==> config.mk <==
export PLATFORM = sky130hd
export DESIGN_NAME = mem_access
export DESIGN_NICKNAME = d
export VERILOG_FILES = /design/src/rtl/mem_access_pkg.sv /design/src/rtl/mem_ldext.sv /design/src/rtl/mem_access.sv
export SDC_FILE = /design/constraint.sdc
export NUM_CORES = 1
export LEC_CHECK = 0
export ABC_AREA = 1
export CAP_MARGIN = 20
export CORE_MARGIN = 8
export CORE_UTILIZATION = 37
export DETAILED_ROUTE_END_ITERATION = 10
export GPL_TIMING_DRIVEN = 1
export PLACE_DENSITY = 0.71
export SYNTH_ARGS = -nofsm -noshare
export SYNTH_HDL_FRONTEND = slang
export SYNTH_SLANG_ARGS = --single-unit
==> constraint.sdc <==
create_clock -name clk -period 2.2 [get_ports clk]
set_input_delay 0.44 -clock clk [delete_from_list [all_inputs] [get_ports clk]]
set_output_delay 0.44 -clock clk [all_outputs]
set_load 0.005 [all_outputs]
==> src/rtl/mem_access_pkg.sv <==
// Shared definitions for the MEM-stage byte-serial memory access unit:
// opcodes, funct3 codes, bus widths, FSM encoding and decode helpers.
package mem_access_pkg;

  localparam int RegBus     = 32;
  localparam int RegAddrBus = 5;
  localparam int OpBus      = 7;
  localparam int SubOpBus   = 3;
  localparam int ByteBus    = 8;

  localparam logic [OpBus-1:0] EXE_LB = 7'b0000011;
  localparam logic [OpBus-1:0] EXE_SB = 7'b0100011;

  localparam logic [SubOpBus-1:0] OP_LB  = 3'b000;
  localparam logic [SubOpBus-1:0] OP_LH  = 3'b001;
  localparam logic [SubOpBus-1:0] OP_LW  = 3'b010;
  localparam logic [SubOpBus-1:0] OP_LBU = 3'b100;
  localparam logic [SubOpBus-1:0] OP_LHU = 3'b101;
  localparam logic [SubOpBus-1:0] OP_SB  = 3'b000;
  localparam logic [SubOpBus-1:0] OP_SH  = 3'b001;
  localparam logic [SubOpBus-1:0] OP_SW  = 3'b010;

  typedef enum logic [1:0] {
    MEM_IDLE  = 2'd0,
    MEM_LOAD  = 2'd1,
    MEM_STORE = 2'd2,
    MEM_DONE  = 2'd3
  } mem_state_e;

  function automatic logic [2:0] byte_count(input logic [SubOpBus-1:0] f3);
    case (f3[1:0])
      2'b00:   byte_count = 3'd1;
      2'b01:   byte_count = 3'd2;
      2'b10:   byte_count = 3'd4;
      default: byte_count = 3'd1;
    endcase
  endfunction

  function automatic logic is_valid_load(input logic [SubOpBus-1:0] f3);
    case (f3)
      OP_LB, OP_LH, OP_LW, OP_LBU, OP_LHU: is_valid_load = 1'b1;
      default:                             is_valid_load = 1'b0;
    endcase
  endfunction

  function automatic logic is_valid_store(input logic [SubOpBus-1:0] f3);
    case (f3)
      OP_SB, OP_SH, OP_SW: is_valid_store = 1'b1;
      default:             is_valid_store = 1'b0;
    endcase
  endfunction

endpackage

==> src/rtl/mem_ldext.sv <==
// Load result formatter: selects and sign/zero-extends the assembled
// little-endian load buffer according to funct3.
module mem_ldext
  import mem_access_pkg::*;
(
  input  logic [SubOpBus-1:0] sub_aluop_i,
  input  logic [RegBus-1:0]   buf_i,
  output logic [RegBus-1:0]   ext_o
);

  // Width/sign selection of the load buffer
  always_comb begin
    case (sub_aluop_i)
      OP_LB:   ext_o = {{24{buf_i[7]}}, buf_i[7:0]};
      OP_LBU:  ext_o = {24'd0, buf_i[7:0]};
      OP_LH:   ext_o = {{16{buf_i[15]}}, buf_i[15:0]};
      OP_LHU:  ext_o = {16'd0, buf_i[15:0]};
      OP_LW:   ext_o = buf_i;
      default: ext_o = 32'd0;
    endcase
  end

endmodule

==> src/rtl/mem_access.sv <==
// MEM stage: serialises loads/stores over an 8-bit RAM port, stalling the
// pipeline until the result is ready in the single DONE cycle.
module mem_access
  import mem_access_pkg::*;
(
  input  logic                  clk,
  input  logic                  rst,
  input  logic [RegAddrBus-1:0] wd_i,
  input  logic                  wreg_i,
  input  logic [RegBus-1:0]     wdata_i,
  input  logic [OpBus-1:0]      aluop_i,
  input  logic [SubOpBus-1:0]   sub_aluop_i,
  input  logic [RegBus-1:0]     mem_addr_i,
  input  logic [RegBus-1:0]     reg2_i,
  output logic [RegAddrBus-1:0] wd_o,
  output logic                  wreg_o,
  output logic [RegBus-1:0]     wdata_o,
  output logic [RegBus-1:0]     ram_addr_o,
  output logic [ByteBus-1:0]    ram_dout_o,
  output logic                  ram_we_o,
  input  logic [ByteBus-1:0]    ram_din_i,
  output logic                  mem_stall_o
);

  mem_state_e            state_r, state_nx_s;
  logic [2:0]            cnt_r, cnt_nx_s;
  logic [RegBus-1:0]     buf_r, buf_nx_s;

  logic                  is_load_s, is_store_s, ld_ok_s, st_ok_s;
  logic [2:0]            n_s;
  logic [1:0]            cnt_m1_s;
  logic [RegBus-1:0]     addr_sum_s, ext_s;

  logic [RegAddrBus-1:0] wd_s;
  logic                  wreg_s, we_s, stall_s;
  logic [RegBus-1:0]     wdata_s, addr_s;
  logic [ByteBus-1:0]    dout_s;

  assign is_load_s  = (aluop_i == EXE_LB);
  assign is_store_s = (aluop_i == EXE_SB);
  assign ld_ok_s    = is_load_s  && is_valid_load(sub_aluop_i);
  assign st_ok_s    = is_store_s && is_valid_store(sub_aluop_i);
  assign n_s        = byte_count(sub_aluop_i);
  assign cnt_m1_s   = cnt_r[1:0] - 2'd1;
  assign addr_sum_s = mem_addr_i + {29'd0, cnt_r};

  mem_ldext u_ldext (
    .sub_aluop_i (sub_aluop_i),
    .buf_i       (buf_r),
    .ext_o       (ext_s)
  );

  // State, byte counter and load buffer registers
  always_ff @(posedge clk or negedge rst) begin
    if (!rst) begin
      state_r <= MEM_IDLE;
      cnt_r   <= 3'd0;
      buf_r   <= 32'd0;
    end else begin
      state_r <= state_nx_s;
      cnt_r   <= cnt_nx_s;
      buf_r   <= buf_nx_s;
    end
  end

  // Next-state logic and unmasked outputs
  always_comb begin
    state_nx_s = state_r;
    cnt_nx_s   = cnt_r;
    buf_nx_s   = buf_r;
    wd_s       = 5'd0;
    wreg_s     = 1'b0;
    wdata_s    = 32'd0;
    addr_s     = 32'd0;
    dout_s     = 8'd0;
    we_s       = 1'b0;
    stall_s    = 1'b0;
    case (state_r)
      MEM_IDLE: begin
        if (ld_ok_s) begin
          stall_s    = 1'b1;
          state_nx_s = MEM_LOAD;
          cnt_nx_s   = 3'd0;
          buf_nx_s   = 32'd0;
        end else if (st_ok_s) begin
          stall_s    = 1'b1;
          state_nx_s = MEM_STORE;
          cnt_nx_s   = 3'd0;
        end else if (is_load_s || is_store_s) begin
          // Malformed width: drop the access and return zero
          wd_s   = wd_i;
          wreg_s = wreg_i;
        end else begin
          wd_s    = wd_i;
          wreg_s  = wreg_i;
          wdata_s = wdata_i;
        end
      end
      MEM_LOAD: begin
        stall_s = 1'b1;
        if (cnt_r < n_s) begin
          addr_s = addr_sum_s;
        end else begin
          addr_s = 32'd0;
        end
        // RAM data lags its address by one cycle, so byte cnt-1 arrives now
        if (cnt_r != 3'd0) begin
          buf_nx_s[{cnt_m1_s, 3'b000} +: 8] = ram_din_i;
        end else begin
          buf_nx_s = buf_r;
        end
        if (cnt_r == n_s) begin
          state_nx_s = MEM_DONE;
          cnt_nx_s   = 3'd0;
        end else begin
          cnt_nx_s   = cnt_r + 3'd1;
        end
      end
      MEM_STORE: begin
        stall_s = 1'b1;
        addr_s  = addr_sum_s;
        dout_s  = reg2_i[{cnt_r[1:0], 3'b000} +: 8];
        we_s    = 1'b1;
        if (cnt_r == (n_s - 3'd1)) begin
          state_nx_s = MEM_DONE;
          cnt_nx_s   = 3'd0;
        end else begin
          cnt_nx_s   = cnt_r + 3'd1;
        end
      end
      MEM_DONE: begin
        wd_s       = wd_i;
        wreg_s     = wreg_i;
        state_nx_s = MEM_IDLE;
        if (is_load_s) begin
          wdata_s = ext_s;
        end else begin
          wdata_s = wdata_i;
        end
      end
      default: begin
        state_nx_s = MEM_IDLE;
        cnt_nx_s   = 3'd0;
      end
    endcase
  end

  // Reset forces every output low immediately, aborting any RAM write
  always_comb begin
    if (!rst) begin
      wd_o        = 5'd0;
      wreg_o      = 1'b0;
      wdata_o     = 32'd0;
      ram_addr_o  = 32'd0;
      ram_dout_o  = 8'd0;
      ram_we_o    = 1'b0;
      mem_stall_o = 1'b0;
    end else begin
      wd_o        = wd_s;
      wreg_o      = wreg_s;
      wdata_o     = wdata_s;
      ram_addr_o  = addr_s;
      ram_dout_o  = dout_s;
      ram_we_o    = we_s;
      mem_stall_o = stall_s;
    end
  end

endmodule

==> qor.csv <==
stage;metric;value;unit
status;outcome;finished, violations left;
status;violations;negative setup slack;
clocking;cts_tree;yes;
power_and_ir_drop;p_sw;3320;uW
yosys;synth_cell_types;34;
yosys;synth_seq_area_share;20.4;%
yosys;synth_edf_count;0;
setup_path;reg2reg_depth;11;
route;wl_per_cell;17.6;um
power_and_ir_drop;power;7060;uW
floorplan;ios;202;
route;dr.pass1.iters;6;
floorplan;num_rows;40;
timing;tightest_slew;0.347;ns
yosys;synthArstFlopShare;100;%
power_and_ir_drop;clockPowerShare;10.4;%
yosys;synth-xor-area-share;1.74;%
setup_path;reg2reg_to;buf_r[19];
final_layout;syn_to_final_growth;103;%
yosys;syn_inst;794;
global_route;grt_start_max_net_pins;23;
floorplan;die_w;127;um
power_and_ir_drop;p_per_area;767;nW/um^2
timing;max_clock_freq;359;MHz
timing;hold_viol_final;0;
setup_path;crit_type;flip-flop to output port;
setup_path;critPathCaptureType;output port;
setup_path;required;1.76;ns
power_and_ir_drop;intPower;3740;uW
timing;slew_headroom;76.6;%
final_layout;n_antenna_cell;0;
global_route;grt_pass1_wl;32500;um
clocking;cts_made_buffers;5;
clocking;h-tree-depth;2;
clocking;clkSlewWorstSetupHoldPaths;0.06;ns
yosys;avgSynthCellArea;5.72;sq um
route;drt_wl_total;23000;um
floorplan;die_y;127;um
route;drt_iter0_drc;371;
timing;hold_slack;0.209;ns
setup_path;worstPathArrival;2.35;ns
yosys;synth_nets;938;
setup_path;rrSetupSlack;0.06;ns
route;vias;6685;
worst_hold_path;hold_class;input pin to asynchronous set/reset pin;
floorplan;die-area;16100;sq um
timing;finalCritPeriodShare;127;%
flow_run;max-cap-violations;0;
timing;rsz0062_at_grt;yes;
setup_path;reg2reg_from;cnt_r[0];
place;portBuffers;201;
yosys;muxShareOfSynthArea;0;%
timing;fin_tns_setup;-17.72;ns
yosys;synth_area;4540;sq um
clocking;cts_max_path_buffers;2;
setup_path;crit_fanout;6;
power_and_ir_drop;peakVddDrop;0.000407;V
yosys;synthAdderAreaFrac;6.23;%
clocking;clock_latency;0.28;ns
yosys;synth_compound_area_share;13.6;%
power_and_ir_drop;pwr-share-seq;11.8;%
yosys;synth_top_family_by_area;simple AND/OR/NAND/NOR gates;
global_route;grt_overflow;0;
timing;slew_violations;0;
timing;clock-skew-final;0.00152;ns
power_and_ir_drop;switching_share;47.0;%
final_layout;nets;1306;
route;vias_per_cell;5.10;
global_route;grt_pass1_vias;6625;
yosys;synth-seq-cells;37;
place;pre_cts_ws;-1.10;ns
place;dpl.hpwl;14100;um
global_route;grtUsageTotal;24.5;%
power_and_ir_drop;p_leak;0.00462;uW
final_layout;drive_above_1_share;44.9;%
yosys;synth_flop_cell;dfrtp_1;
timing;setup_viol;65;
route;ant_nets;0;
power_and_ir_drop;share_comb_of_total_power;77.8;%
floorplan;initial_core_util;37.8;%
timing;setup_ws;-0.586;ns
route;drc;0;
clocking;cts_root_buf;clkbuf_16;
timing;finalCriticalPeriod;2.79;ns
setup_path;start_kind;flip-flop;
place;gp_congestion;0.922;
final_layout;utilization;76.6;%
clocking;clock-sinks;37;
floorplan;core;12000;sq um
yosys;synth_simple_gate_area_share;49.1;%
global_route;antenna_found_initial;0;
yosys;ys_warn_count;0;
-- metal layers --
layer | wire length [um] | GRT usage, % | vias to the layer above
met1 | 8790 | 27.4 | 3068
met4 | 901 | 9.38 | 0
met2 | 11600 | 43.6 | 311
met5 | 0 | 0 | -
li1 | - | - | 3237
met3 | 1730 | 6.62 | 69
-- worst max-delay path, cell delays in order (launching register included) --
cell	delay, ns
dfrtp_1	0.40
buf_4	0.14
buf_6	0.12
inv_4	0.06
ha_4	0.12
nand3b_1	0.13
nand3_2	0.16
a21oi_4	0.24
buf_6	0.14
buf_6	0.13
buf_12	0.12
nand2_1	0.06
nor2_1	0.10
buf_2	0.12
-- what timing repair did --
action                     4_1_cts  5_1_grt
resized for setup              479      216
buffers inserted                40       30
setup endpoints to repair       80       76
pin swaps                       62       65
gates cloned                     9        2
hold buffers                     0        0
-- cell type report --
class                   count  area, sq um
multi-input cells         665         4200
repair buffers            385         3460
fillers                   794         2810
flip-flops and latches     37          927
inverters                  68          275
well taps                 147          184
clock buffers               6          139
clock inverters             2         13.8
-- state kept, by name, summed over array words and instances, names as in the netlist --
| signal | cells |
|---|---|
| buf_r | 32 |
| cnt_r | 3 |
| state_r | 2 |
-- cell families (layout without fill, tap and decap cells) --
| logic type | after synthesis | count (layout) |
|---|---|---|
| flip-flops | 37 | 37 |
| XOR/XNOR | 9 | 9 |
| buffers and inverters | 92 | 461 |
| AND/OR/NAND/NOR | 534 | 534 |
| AO/OA/AOI/OAI | 100 | 100 |
| adder cells (fa/ha/maj) | 22 | 22 |
-- how the worst max path moves through the flow --
stage,slack [ns],to,from
3_3_place_gp,-1.06,ram_addr_o[23],sub_aluop_i[0]
4_1_cts,-0.46,ram_addr_o[28],cnt_r[0]
3_5_place_dp,-1.10,ram_addr_o[23],sub_aluop_i[0]
5_1_grt,-0.68,ram_addr_o[26],cnt_r[0]
2_1_floorplan,-0.002,ram_addr_o[25],cnt_r[0]
6_report,-0.59,ram_addr_o[26],cnt_r[0]
-- power by group through the flow --
stage	Combinational, uW	Clock, uW	Sequential, uW
CTS	4700	744	830
global route	5860	774	839
global placement	3560	0	842
floorplan	1950	0	830
finish	5490	733	835
detailed placement	3590	0	843
-- cells in the final DEF (no fill, tap or decap), drive strengths merged, types with 17 or more instances in the layout --
| cell type | count |
|---|---|
| a21oi | 46 |
| buf | 257 |
| clkbuf | 17 |
| clkdlybuf4s50 | 96 |
| dfrtp | 37 |
| ha | 21 |
| inv | 68 |
| nand2 | 325 |
| nand3 | 51 |
| nor2 | 146 |
| o21ai | 52 |
-- synth_stat cells (2+ instances only) --
library cell    n  area share, %
nand3_2         2           0.44
nand2_1       316             26
nor2_4          4           0.99
nand3_4         3            1.2
buf_2           9           0.99
o21ai_1         2           0.22
nor3_1          3           0.33
or2_2           3           0.41
buf_4           4           0.66
o21ai_2        26            5.0
nor2_2          7           0.96
a21oi_1        45            5.0
nand3b_1        3           0.50
inv_1          66            5.5
nor3_2          2           0.44
buf_1           2           0.17
nand3_1        46            5.1
buf_6           5            1.2
ha_1           21            5.8
xnor2_1         2           0.39
o21ai_0        23            2.5
nor2_1        135             11
inv_2           2           0.17
clkbuf_1        4           0.33
xor2_1          7            1.3
dfrtp_1        37             20
nand2_2         8            1.1
-- per-stage QoR --
stage / instance area [sq um] / cells
CTS: 8490 / 1290
finish: 9200 / 1310
global route: 9200 / 1310
floorplan: 4550 / 794
global placement: 7580 / 1235
detailed placement: 7580 / 1235
Power figures use the tool's default switching activity.
